## src/rtl/mbs_bus_pkg.sv

```systemverilog
// Shared definitions for the memory-bus responder family.
// Provides the responder state encoding and the access error-cause codes
// reported by address decoders.
package mbs_bus_pkg;

  typedef enum logic [1:0] {
    IDLE = 2'd0,
    REQ  = 2'd1,
    RESP = 2'd2,
    HOLD = 2'd3
  } state_t;

  typedef enum logic [2:0] {
    ERR_NONE    = 3'd0,
    ERR_RANGE   = 3'd1,
    ERR_ALIGN   = 3'd2,
    ERR_BOTH    = 3'd3,
    ERR_TIMEOUT = 3'd4
  } err_t;

endpackage

```

## src/rtl/mbs_addr_decode.sv

```systemverilog
// Combinational access check for a memory-mapped target window.
// Ports:
//   addr      in   byte address
//   re, we    in   read / write strobes
//   legal     out  access may be issued to the device
//   err_cause out  reason an access is rejected (ERR_NONE when legal)
//   offset    out  word offset of addr from MEM_BASE
module mbs_addr_decode
  import mbs_bus_pkg::*;
#(
  parameter int unsigned            ADDR_WIDTH = 32,
  parameter logic [ADDR_WIDTH-1:0]  MEM_BASE   = '0,
  parameter int unsigned            MEM_SIZE   = 4096
) (
  input  logic [ADDR_WIDTH-1:0] addr,
  input  logic                  re,
  input  logic                  we,
  output logic                  legal,
  output err_t                  err_cause,
  output logic [ADDR_WIDTH-3:0] offset
);

  // One extra bit so the window end cannot wrap past the top of the space.
  typedef logic [ADDR_WIDTH:0] ext_t;
  localparam ext_t LIMIT = ext_t'(MEM_BASE) + ext_t'(MEM_SIZE);

  logic in_range;

  always_comb begin
    in_range = (ext_t'(addr) >= ext_t'(MEM_BASE)) && (ext_t'(addr) < LIMIT);
    if (re && we)
      err_cause = ERR_BOTH;
    else if (addr[1:0] != 2'b00)
      err_cause = ERR_ALIGN;
    else if (!in_range)
      err_cause = ERR_RANGE;
    else
      err_cause = ERR_NONE;
    legal  = (err_cause == ERR_NONE);
    // MEM_BASE is word aligned, so subtracting the word parts is exact.
    offset = addr[ADDR_WIDTH-1:2] - MEM_BASE[ADDR_WIDTH-1:2];
  end

endmodule

```

## src/rtl/mbs_mem_responder.sv

```systemverilog
// Bus-target side of the CPU data-memory interface. Each continuous
// read/write strobe episode produces exactly one device access (or one
// error response); pause stalls the core while the device is busy.
// Optional feature: define MBS_BUS_TIMEOUT_EN to abort device accesses
// that see no dev_ack within TIMEOUT cycles.
// Ports:
//   clk, rst          clock, asynchronous active-high reset
//   cpu_re, cpu_we    level strobes from the core controller
//   cpu_addr          byte address
//   cpu_wdata         write data
//   cpu_rdata         last completed read data
//   cpu_rdy           one-cycle completion pulse
//   pause             stall request while an access is outstanding
//   bus_err           error pulse, coincident with cpu_rdy
//   dev_cs/dev_we     device select / write enable
//   dev_addr          word offset into the device window
//   dev_wdata         write data captured at acceptance
//   dev_rdata/dev_ack device read data and completion
module mbs_mem_responder
  import mbs_bus_pkg::*;
#(
  parameter int unsigned            ADDR_WIDTH = 32,
  parameter int unsigned            DATA_WIDTH = 32,
  parameter logic [ADDR_WIDTH-1:0]  MEM_BASE   = 32'h0000_0000,
  parameter int unsigned            MEM_SIZE   = 4096,
  parameter int unsigned            TIMEOUT    = 255
) (
  input  logic                  clk,
  input  logic                  rst,
  input  logic                  cpu_re,
  input  logic                  cpu_we,
  input  logic [ADDR_WIDTH-1:0] cpu_addr,
  input  logic [DATA_WIDTH-1:0] cpu_wdata,
  output logic [DATA_WIDTH-1:0] cpu_rdata,
  output logic                  cpu_rdy,
  output logic                  pause,
  output logic                  bus_err,
  output logic                  dev_cs,
  output logic                  dev_we,
  output logic [ADDR_WIDTH-3:0] dev_addr,
  output logic [DATA_WIDTH-1:0] dev_wdata,
  input  logic [DATA_WIDTH-1:0] dev_rdata,
  input  logic                  dev_ack
);

  state_t                  state;
  logic                    legal;
  err_t                    err_cause;
  logic [ADDR_WIDTH-3:0]   offset;

`ifdef MBS_BUS_TIMEOUT_EN
  localparam int unsigned  TW = (TIMEOUT < 2) ? 1 : $clog2(TIMEOUT + 1);
  localparam logic [TW-1:0] TCNT_LAST = TW'(TIMEOUT - 1);
  logic [TW-1:0]           tcnt;
`endif

  mbs_addr_decode #(
    .ADDR_WIDTH (ADDR_WIDTH),
    .MEM_BASE   (MEM_BASE),
    .MEM_SIZE   (MEM_SIZE)
  ) u_decode (
    .addr      (cpu_addr),
    .re        (cpu_re),
    .we        (cpu_we),
    .legal     (legal),
    .err_cause (err_cause),
    .offset    (offset)
  );

  always_ff @(posedge clk or posedge rst) begin
    if (rst) begin
      state     <= IDLE;
      cpu_rdata <= '0;
      cpu_rdy   <= 1'b0;
      pause     <= 1'b0;
      bus_err   <= 1'b0;
      dev_cs    <= 1'b0;
      dev_we    <= 1'b0;
      dev_addr  <= '0;
      dev_wdata <= '0;
`ifdef MBS_BUS_TIMEOUT_EN
      tcnt      <= '0;
`endif
    end else begin
      cpu_rdy <= 1'b0;
      bus_err <= 1'b0;
      case (state)
        IDLE: begin
          if (cpu_re || cpu_we) begin
            dev_addr  <= offset;
            dev_wdata <= cpu_wdata;
            dev_we    <= cpu_we;
            if (legal) begin
              state  <= REQ;
              dev_cs <= 1'b1;
              pause  <= 1'b1;
`ifdef MBS_BUS_TIMEOUT_EN
              tcnt   <= '0;
`endif
            end else begin
              // Rejected: no device cycle, respond straight away.
              state   <= RESP;
              cpu_rdy <= 1'b1;
              bus_err <= (err_cause != ERR_NONE);
            end
          end
        end
        REQ: begin
          // The device is committed; strobes are not looked at here.
          if (dev_ack) begin
            state   <= RESP;
            dev_cs  <= 1'b0;
            pause   <= 1'b0;
            cpu_rdy <= 1'b1;
            if (!dev_we)
              cpu_rdata <= dev_rdata;
          end
`ifdef MBS_BUS_TIMEOUT_EN
          else if (tcnt == TCNT_LAST) begin
            state   <= RESP;
            dev_cs  <= 1'b0;
            pause   <= 1'b0;
            cpu_rdy <= 1'b1;
            bus_err <= 1'b1;
            tcnt    <= tcnt + 1'b1;
          end else begin
            tcnt <= tcnt + 1'b1;
          end
`endif
        end
        RESP: state <= HOLD;
        HOLD: begin
          if (!cpu_re && !cpu_we)
            state <= IDLE;
        end
        default: state <= IDLE;
      endcase
    end
  end

endmodule

```

## config.mk

```make
export PLATFORM = sky130hd
export DESIGN_NAME = mbs_mem_responder
export DESIGN_NICKNAME = d
export VERILOG_FILES = /design/src/rtl/mbs_bus_pkg.sv /design/src/rtl/mbs_addr_decode.sv /design/src/rtl/mbs_mem_responder.sv
export SDC_FILE = /design/constraint.sdc
export NUM_CORES = 1
export LEC_CHECK = 0
export ABC_AREA = 1
export BUFFER_PORTS_ARGS = -buffer_cell sky130_fd_sc_hd__buf_2
export CAP_MARGIN = 15
export CORE_MARGIN = 2
export CORE_UTILIZATION = 49
export CTS_CLUSTER_DIAMETER = 200
export CTS_CLUSTER_SIZE = 24
export DETAILED_ROUTE_END_ITERATION = 7
export GPL_TIMING_DRIVEN = 1
export HOLD_SLACK_MARGIN = 0.12
export PLACE_DENSITY = 0.87
export SYNTH_ARGS = -nofsm -noshare
export SYNTH_HDL_FRONTEND = slang
export SYNTH_SLANG_ARGS = --single-unit
```

## constraint.sdc

```tcl
create_clock -name clk -period 6.7 [get_ports clk]
set_input_delay 1.005 -clock clk [delete_from_list [all_inputs] [get_ports clk]]
set_output_delay 1.005 -clock clk [all_outputs]
set_load 0.05 [all_outputs]
```

* After elaboration in Yosys (flattened, before gate mapping)
Cells that the tools add are included.
** Cells by class
- Equal/unequal tests :: 7
- Reduce and logical (&&, ||, !) cells :: 14
- $lt $le $gt $ge :: 1
- Bitwise operators :: 1
- Multiplexer cells :: 19
** Operators by type and width (number)
- $lt A32 B13 Y1 const B :: 1
- $mux W1 :: 10
- $mux W2 :: 4
- $ne A2 B2 Y1 const B :: 4
- $pmux W2 S4 :: 1
- $mux W3 :: 2
- $reduce_and A3 Y1 :: 2
- $eq A2 B2 Y1 const B :: 2
- $pmux W1 S2 :: 2
- $reduce_and A4 Y1 :: 1
- $reduce_bool A2 Y1 :: 2
- $logic_not A3 Y1 :: 1
- $reduce_bool A3 Y1 :: 1
- $eq A2 B1 Y1 const B :: 1
- $logic_and A1 B1 Y1 :: 2
- $logic_not A1 Y1 :: 2
- $logic_not A2 Y1 :: 1
- $reduce_and A2 Y1 :: 1
- $logic_or A1 B1 Y1 :: 1
- $not A1 Y1 :: 1
** Storage, ports and cells
- Output and inout bits :: 99
- Register bits after elaboration :: 100

* Depth between registers and ports, before layout
Gate-level depths: netlist of the first run.
- Depth after elaboration :: 8
- Mapped depth :: 8
- Mapped depth without buffers :: 8

* By module
Synthesis of the first run repeated with hierarchy kept, for this count alone.
** Second synthesis, totals
- Cells, all modules :: 506
- Area, all modules :: 4286.6 um2
** By module, submodules not included
- mbs_mem_responder :: instances 1, cells an instance 450, sequential area each 2502.4 um2, area an instance 3953.8 um2
- mbs_addr_decode :: instances 1, cells an instance 56, sequential area each 0.0 um2, area an instance 332.8 um2

* Worst setup path after synthesis of the first run
Ideal clock, no wire load.
- Path type :: flip-flop to output port
- From :: reg dev_cs (netlist name)
- To :: out pause
- Buffers on the path :: 1
- Setup slack :: 4.791 ns
- Data required time :: 5.695 ns
- Cell stages (with the launch flop) :: 2
- Data arrival time :: 0.904 ns
- Path through :: dfrtp_1 > buf_4
** RTL lines
- to (decl) :: line mbs_mem_responder.sv:36 : output logic pause,

* Worst setup path in the final report of the first run
- From :: in cpu_we
- To :: reg dev_wdata[24]
** On the way
- Word-level cells in the longest chain between the ends :: 2
** RTL lines
- from (decl) :: line mbs_mem_responder.sv:31 : input logic cpu_we,
- $logic_or A1 B1 Y1 :: line mbs_mem_responder.sv:89 : if (cpu_re || cpu_we) begin
- $reduce_and A2 Y1 (no line)
- to (signal assigned) :: line mbs_mem_responder.sv:91 : dev_wdata <= cpu_wdata;
- to (decl) :: line mbs_mem_responder.sv:41 : output logic [DATA_WIDTH-1:0] dev_wdata,
Every way passes these cells.
A chain may end at the register's enable or synchronous reset.

==> results of run 1 <==
## logic make-up after synthesis
kind of cell | Yosys count
muxes | 32
buffers and inverters | 23
and+or+nand+nor | 231
adders and majority gates | 4
AOI/OAI and AO/OA | 5
DFF | 100
## synth_stat cells
master / number
nand2_1: 207
dfrtp_1: 100
mux2_2: 30
nor2_1: 18
buf_2: 12
inv_1: 5
ha_1: 4
clkbuf_8: 3
nand3_1: 3
a21oi_1: 2
inv_2: 2
mux2_4: 2
nor2_4: 2
a21boi_0: 1
buf_4: 1
nand2_2: 1
o21ai_0: 1
o22ai_1: 1
## sequential cells by signal, indices dropped and copies added, names as in the netlist
signal / cells
dev_addr: 30
bus_err: 1
state: 2
dev_cs: 1
cpu_rdata: 32
cpu_rdy: 1
dev_wdata: 32
dev_we: 1
## path summary, 6_finish.rpt
check,to,cells after the start
min,dev_addr[8],2
min reg2reg,dev_addr[8],2
max in group asynchronous,dev_addr[1],3
max reg2reg,dev_wdata[24],7
min in group asynchronous,cpu_rdata[12],2
max,dev_wdata[24],6
## routing by layer
metal	wire [um]	share of wire
met1	3830	0.40
met2	4860	0.51
met3	567	0.060
met4	245	0.026
met5	0	0
## through the flow
stage	setup slack (ns)	instance area [um^2]	hold WS (ns)
after detailed placement	4.29	5000	0.453
after floorplan	3.08	3970	0.504
after CTS	4.66	5190	0.477
after global routing	4.55	5190	0.492
final	4.64	5190	0.471
after global placement	4.34	5000	0.448
## critical path, stage by stage
cell and delay [ns]:
buf_2 0.13, nor2_4 0.16, nor2_4 0.05, inv_2 0.69
nand2_1 0.14, nand2_1 0.12
## area by class of cell
class,instances,area (um^2)
Timing Repair Buffer,201,1010
Fill cell,648,2620
Inverter,7,28.8
Clock inverter,6,46.3
Tap cell,102,128
Multi-Input combinational cell,272,1340
Sequential cell,100,2500
Clock buffer,10,138
==> impl_results.md, run 1 <==
* Total grt overflow at 0
* First-pass GRT wire length at 14900 um
* Placed Cells incl. Taps at just under 700
* Post-synthesis simple-gate area fraction at 0.224
* Max-cap violations at 0
* Worst-path clk slew at 0.09 ns
* Global Route met1 Usage at 0.258
* Post-synthesis sequential area ratio at 0.630
* Ys Warns at 0
* Most frequent cells in the layout: nand2_1, buf_2, dfrtp_1
* Finished Layout Cells at between 600 and 700
* FF-to-FF setup slack at 4.72 ns
* Slew margin rel. at 0.331
* Starting Density at 0.509
* Crit. End Element: flop
* Endpoints failing setup at 0
* Post-DP HPWL at 7040 um
* Syn Area/Cell at about 10 um^2
* Vias post-DR at 3309
* Avg WL per Cell at 13.6 um
* CP required at 6.99 ns
* Status: finished clean
* CTS tree: yes
* Fin. max-slew vios at 0
* FF-to-FF Start: state[0]
* Initial antenna violation count at 0
* Vias per Instance at 4.74
* Cells after synthesis at about 400
* Layout Utilization at 0.665
* CP startpoint kind: input pin
* Final Hold Vio Count at 0
* Flops & latches, synth at 100
* Crit path max fanout at 63
* Most common cell after layout, fill and taps aside: nand2_1
* Syn nets at 500
* Worst hold-check path type: reg -> reg
* Post-CTS sizing at 0
* Antenna Violating Nets Remaining at 0
* Final period util at 0.308
* Final GP Congestion at 0.829
* Final Critical Period at 2.06 ns
* Chip Width at 94.0 um
* Top post-synthesis cells by area: dfrtp_1, nand2_1, mux2_2, nor2_1, buf_2
* # port buffers at 199
* Yosys top cell by area: dfrtp_1
* RSZ-0062 raised after global routing: no
* Die Height at 94.0 um
* Std cell rows at 32
* Synth top area share at 0.630
* FMAX at just under 0.5 GHz
* Synth Area in XOR/XNOR at 0
* Clock Tree Buf Depth at 2
* Largest family of logic cells by synthesized area: simple AND/OR/NAND/NOR gates
* GRT Max-Usage Layer: met2
* GRT Overall Usage at 0.216
* Ratio of cells with drive above 1 in the final layout at 0.428
* I/O Pins at 200
* Detailed Routing Iterations Pass 1 at 5
* Diode count at 0
* Synth cell types at 18
* Synth Area in Adders at 0.0126
* Area grow syn2layout at 30.6%
* Core ar. at 0.00781 mm^2
* Clk sinks at 100
* Synth Area in Compound Gates at 0.00724
* Die area at 0.00884 mm^2
* Initial drt markers at ~120
* Layout Skew at 0.0103 ns
* Largest net degree at the start of global routing at 64
* H-tree levels at 3
* Vias in the first global route at between 3000 and 4000
* Setup TNS at 0 ns
* Slew at the pin closest to its max-slew limit at ~1 ns
* CTS Root Cell: clkbuf_8
* Mux cell area share after synthesis at 0.0926
* Worst endpoint data arrival time at 2.35 ns
* Drt drc at 0
* Post-CTS setup buffer count at 0
* Min-Delay Startpoint: dev_addr[8]
* Mapped cell area at 0.00397 mm^2
* Post-CTS Hold Buffers at 0
* Routing usage on met2 at 0.374
* Met3 GRT Util at 0.0490
* CP startpoint: cpu_we
* WL final at approximately 9500 um
* Total CTS buffers at 9
* WS Path Type: in -> reg
* Clock latency on the worst-skew pair at 0.36 ns
* Final net count at 696
Power of run 1 is left out: the tool's default activity adds up to more than one toggle a clock period on the data nets, which glitch-free logic cannot reach.
==> run 2: changes to the inputs <==
ABC_AREA = 0   (was 1)
CORE_UTILIZATION = 45   (was 49)
PLACE_DENSITY = 0.81   (was 0.87)
clock period = 1.9 ns   (was 6.7 ns; I/O delays follow)
==> run 2 against run 1 <==
  * Via count decreased by 17%
  * Register-to-register slack worse by 4.5 ns
  * Hold slack got worse by 0.33 ns
  * Critical endpoint is now cpu_rdata[13]
  * Final cell count down 19%
  * Utilization fell by 4.0 points
  * Clock skew grew 0.0079 ns
  * Cell area up 3.4%
  * Sequential share of layout area decreased by 1.6 points
  * Routed wire length is 8.7% lower
==> impl_results.md, run 2 <==
* WL final at 8670 um (-8.7%)
* Std cell rows at 34 (+6.3%)
* Family with the most delay on the worst path: flip-flops
* Mapped cell area at 0.00395 mm^2 (-0.63%)
* CP startpoint kind: flop
* Synth top area share at 0.634 (+0.00399)
* Global Route met1 Usage at 0.233 (-0.0246)
* GRT Max-Usage Layer: met2
* Reg2reg end: cpu_rdata[13]
* Layout Skew at 0.0182 ns (+0.00794 ns)
* Top post-synthesis cells by area: dfrtp_1, mux2_2, ha_1, buf_4, nand2_1
* Synth Area in Compound Gates at 0.0139 (+0.00670)
* H-tree levels at 3 (unchanged)
* R2R depth at 6 (-1)
* Synth cell types at 23 (+5)
* Initial drt markers at 63 (-48%)
* Layout Utilization at 0.624 (-0.0404)
* Ratio of cells with drive above 1 in the final layout at 0.709 (+0.281)
* Antenna Violating Nets Remaining at 0 (unchanged)
* Die Height at 97.7 um (+3.8%)
* Crit path cell chain: inv_1 -> ha_1 -> nand2_1 -> or2_2 -> buf_12 -> mux2_1
* Final Hold Vio Count at 0 (unchanged)
* Final period util at 0.897
* Vias post-DR at 2730 (-17%)
* Setup TNS at 0 ns (unchanged)
* Largest family of logic cells by synthesized area: multiplexers
* Total CTS buffers at 9 (unchanged)
* Post-synthesis simple-gate area fraction at 0.0374 (-0.186)
* Most common cell after layout, fill and taps aside: buf_2
* Top-count cell post-synth: dfrtp_1
* Detailed Routing Iterations Pass 1 at 4 (-1)
* Post-DP HPWL at 6610 um (-6.2%)
* Top flop regs: cpu_rdata x32, dev_wdata x32, dev_addr x30
* RSZ-0062 raised after global routing: no
* Total grt overflow at 0 (unchanged)
* Die area at 0.00954 mm^2 (+7.8%)
* Number of cells on the critical path at 6 (unchanged)
* FMAX at between 0.5 and 0.6 GHz
* Max stage delay on crit path at 0.41 ns (-0.28 ns)
* CP max-delay cell: dfrtp_1
* Final net count at 557 (-20%)
* Cells after synthesis at 246 (-38%)
* Ys Warns at 0 (unchanged)
* Vias per Instance at 4.83 (+1.9%)
* Drt drc at 0 (unchanged)
* Slew margin rel. at 0.621 (+0.290)
* Chip Width at 97.7 um (+3.8%)
* CP startpoint: state[1]
* Clock latency on the worst-skew pair at 0.36 ns (about the same)
* Met3 GRT Util at 0.0590 (+0.0100)
* Crit. End Element: flop
* WS Path Type: reg -> reg
* Synth Area in XOR/XNOR at 0 (unchanged)
* Clock Tree Buf Depth at 2 (unchanged)
* Endpoints failing setup at 0 (unchanged)
* Most frequent cells in the layout: buf_2, dfrtp_1, mux2_2
* Worst hold-check path type: in -> reg
* Syn Area/Cell at 16.0 um^2 (+60%)
* Number of flops mapped to enable cells by yosys at 0 (unchanged)
* Worst endpoint data arrival time at 1.94 ns (-0.41 ns)
* Diode count at 0 (unchanged)
* Final Critical Period at 1.70 ns
* FF-to-FF Start: state[1]
* Status: finished clean
* Worst path bufs/invs at 2 (unchanged)
* First-pass GRT wire length at 14200 um (-4.7%)
* Avg WL per Cell at 15.3 um (+13%)
* Crit path max fanout at 32 (-49%)
* CTS tree: yes
* Placed Cells incl. Taps at 547 (-20%)
* CP required at 2.14 ns (-4.85 ns)
* Vias in the first global route at 2809 (-14%)
* Starting Density at 0.459 (-0.0494)
* Core ar. at 0.00859 mm^2 (+10%)
* Flops & latches, synth at 100 (unchanged)
* Slew at the pin closest to its max-slew limit at 0.568 ns (-0.435 ns)
* Share of flip-flops with an asynchronous set or reset at 1.00 (unchanged)
* Post-synthesis sequential area ratio at 0.634 (+0.00399)
* # port buffers at 199 (unchanged)
* Fin. max-slew vios at 0 (unchanged)
* Critical Path End: cpu_rdata[13]
* Worst-path clk slew at 0.11 ns (+0.02 ns)
* Syn nets at 351 (-30%)
* Top_reg_cell synth: dfrtp_1
* Clk sinks at 100 (unchanged)
* Initial antenna violation count at 0 (unchanged)
* GRT Overall Usage at 0.187 (-0.0284)
* Commonest cells post-synth: dfrtp_1, mux2_2, nand2_1, buf_4, inv_1
* Max-cap violations at 0 (unchanged)
* Final GP Congestion at 0.746 (-10%)
* Largest net degree at the start of global routing at 35 (-45%)
* Area grow syn2layout at 35.9%
* Synth Area in Adders at 0.0127 (+0.0000799)
* Mux cell area share after synthesis at 0.274 (+0.181)
* FF-to-FF setup slack at 0.20 ns (-4.52 ns)
* Finished Layout Cells at 565 (-19%)
* CTS Root Cell: clkbuf_8
* I/O Pins at 200 (unchanged)
* Yosys top cell by area: dfrtp_1
* Routing usage on met2 at 0.311 (-0.0630)
[run 2: final cells by class]
type,instances,area (um^2)
tap,108,135
inverter,5,22.5
timing repair buffer,207,1120
sequential,100,2500
multi-input combinational,129,1340
clock inverter,7,121
clock buffer,9,124
fill,682,3230
[run 2: worst reg2reg max path: cells and delay by family, from the launching register on]
kind                       cells  cell delay [ns]
muxes                          1             0.33
buffers and inverters          2             0.29
DFF                            1             0.41
and+or+nand+nor                2             0.37
adders and majority gates      1             0.20
[run 2: timing repair]
action                    4_1_cts  5_1_grt
setup buffers                   0        0
hold buffers                    2        0
gates resized for setup         0        0
hold endpoints to repair       22        0
[run 2: routing by layer]
layer / vias to the layer above / wire, um
li1: 1270 / -
met2: 128 / 4270
met1: 1318 / 3550
met5: - / 0
met3: 14 / 714
met4: 0 / 133
[run 2: worst min-delay path by stage]
| stage | start | to | depth (start not counted) |
|---|---|---|---|
| detailed placement | rst | dev_addr[27] | 2 |
| floorplan | cpu_we | dev_we | 2 |
| finish | dev_rdata[22] | cpu_rdata[22] | 2 |
| global route | dev_rdata[22] | cpu_rdata[22] | 2 |
| global placement | rst | dev_wdata[0] | 2 |
| CTS | dev_rdata[22] | cpu_rdata[22] | 2 |
[run 2: stage by stage]
| step | hold WS (ns) | worst slack [ns] | area (um^2) |
|---|---|---|---|
| finish | 0.143 | 0.196 | 5360 |
| global route | 0.120 | 0.112 | 5360 |
| CTS | 0.121 | 0.186 | 5360 |
| detailed placement | 0.376 | 0.198 | 5100 |
| global placement | 0.355 | 0.255 | 5100 |
| floorplan | 0.390 | 0.235 | 3950 |
[run 2: logic make-up after synthesis]
group / Yosys count
flip-flops: 100
multiplexers: 96
AND/OR/NAND/NOR: 22
buffers and inverters: 17
AO/OA/AOI/OAI: 7
adder cells (fa/ha/maj): 4
Power of run 2 is left out for the same reason.
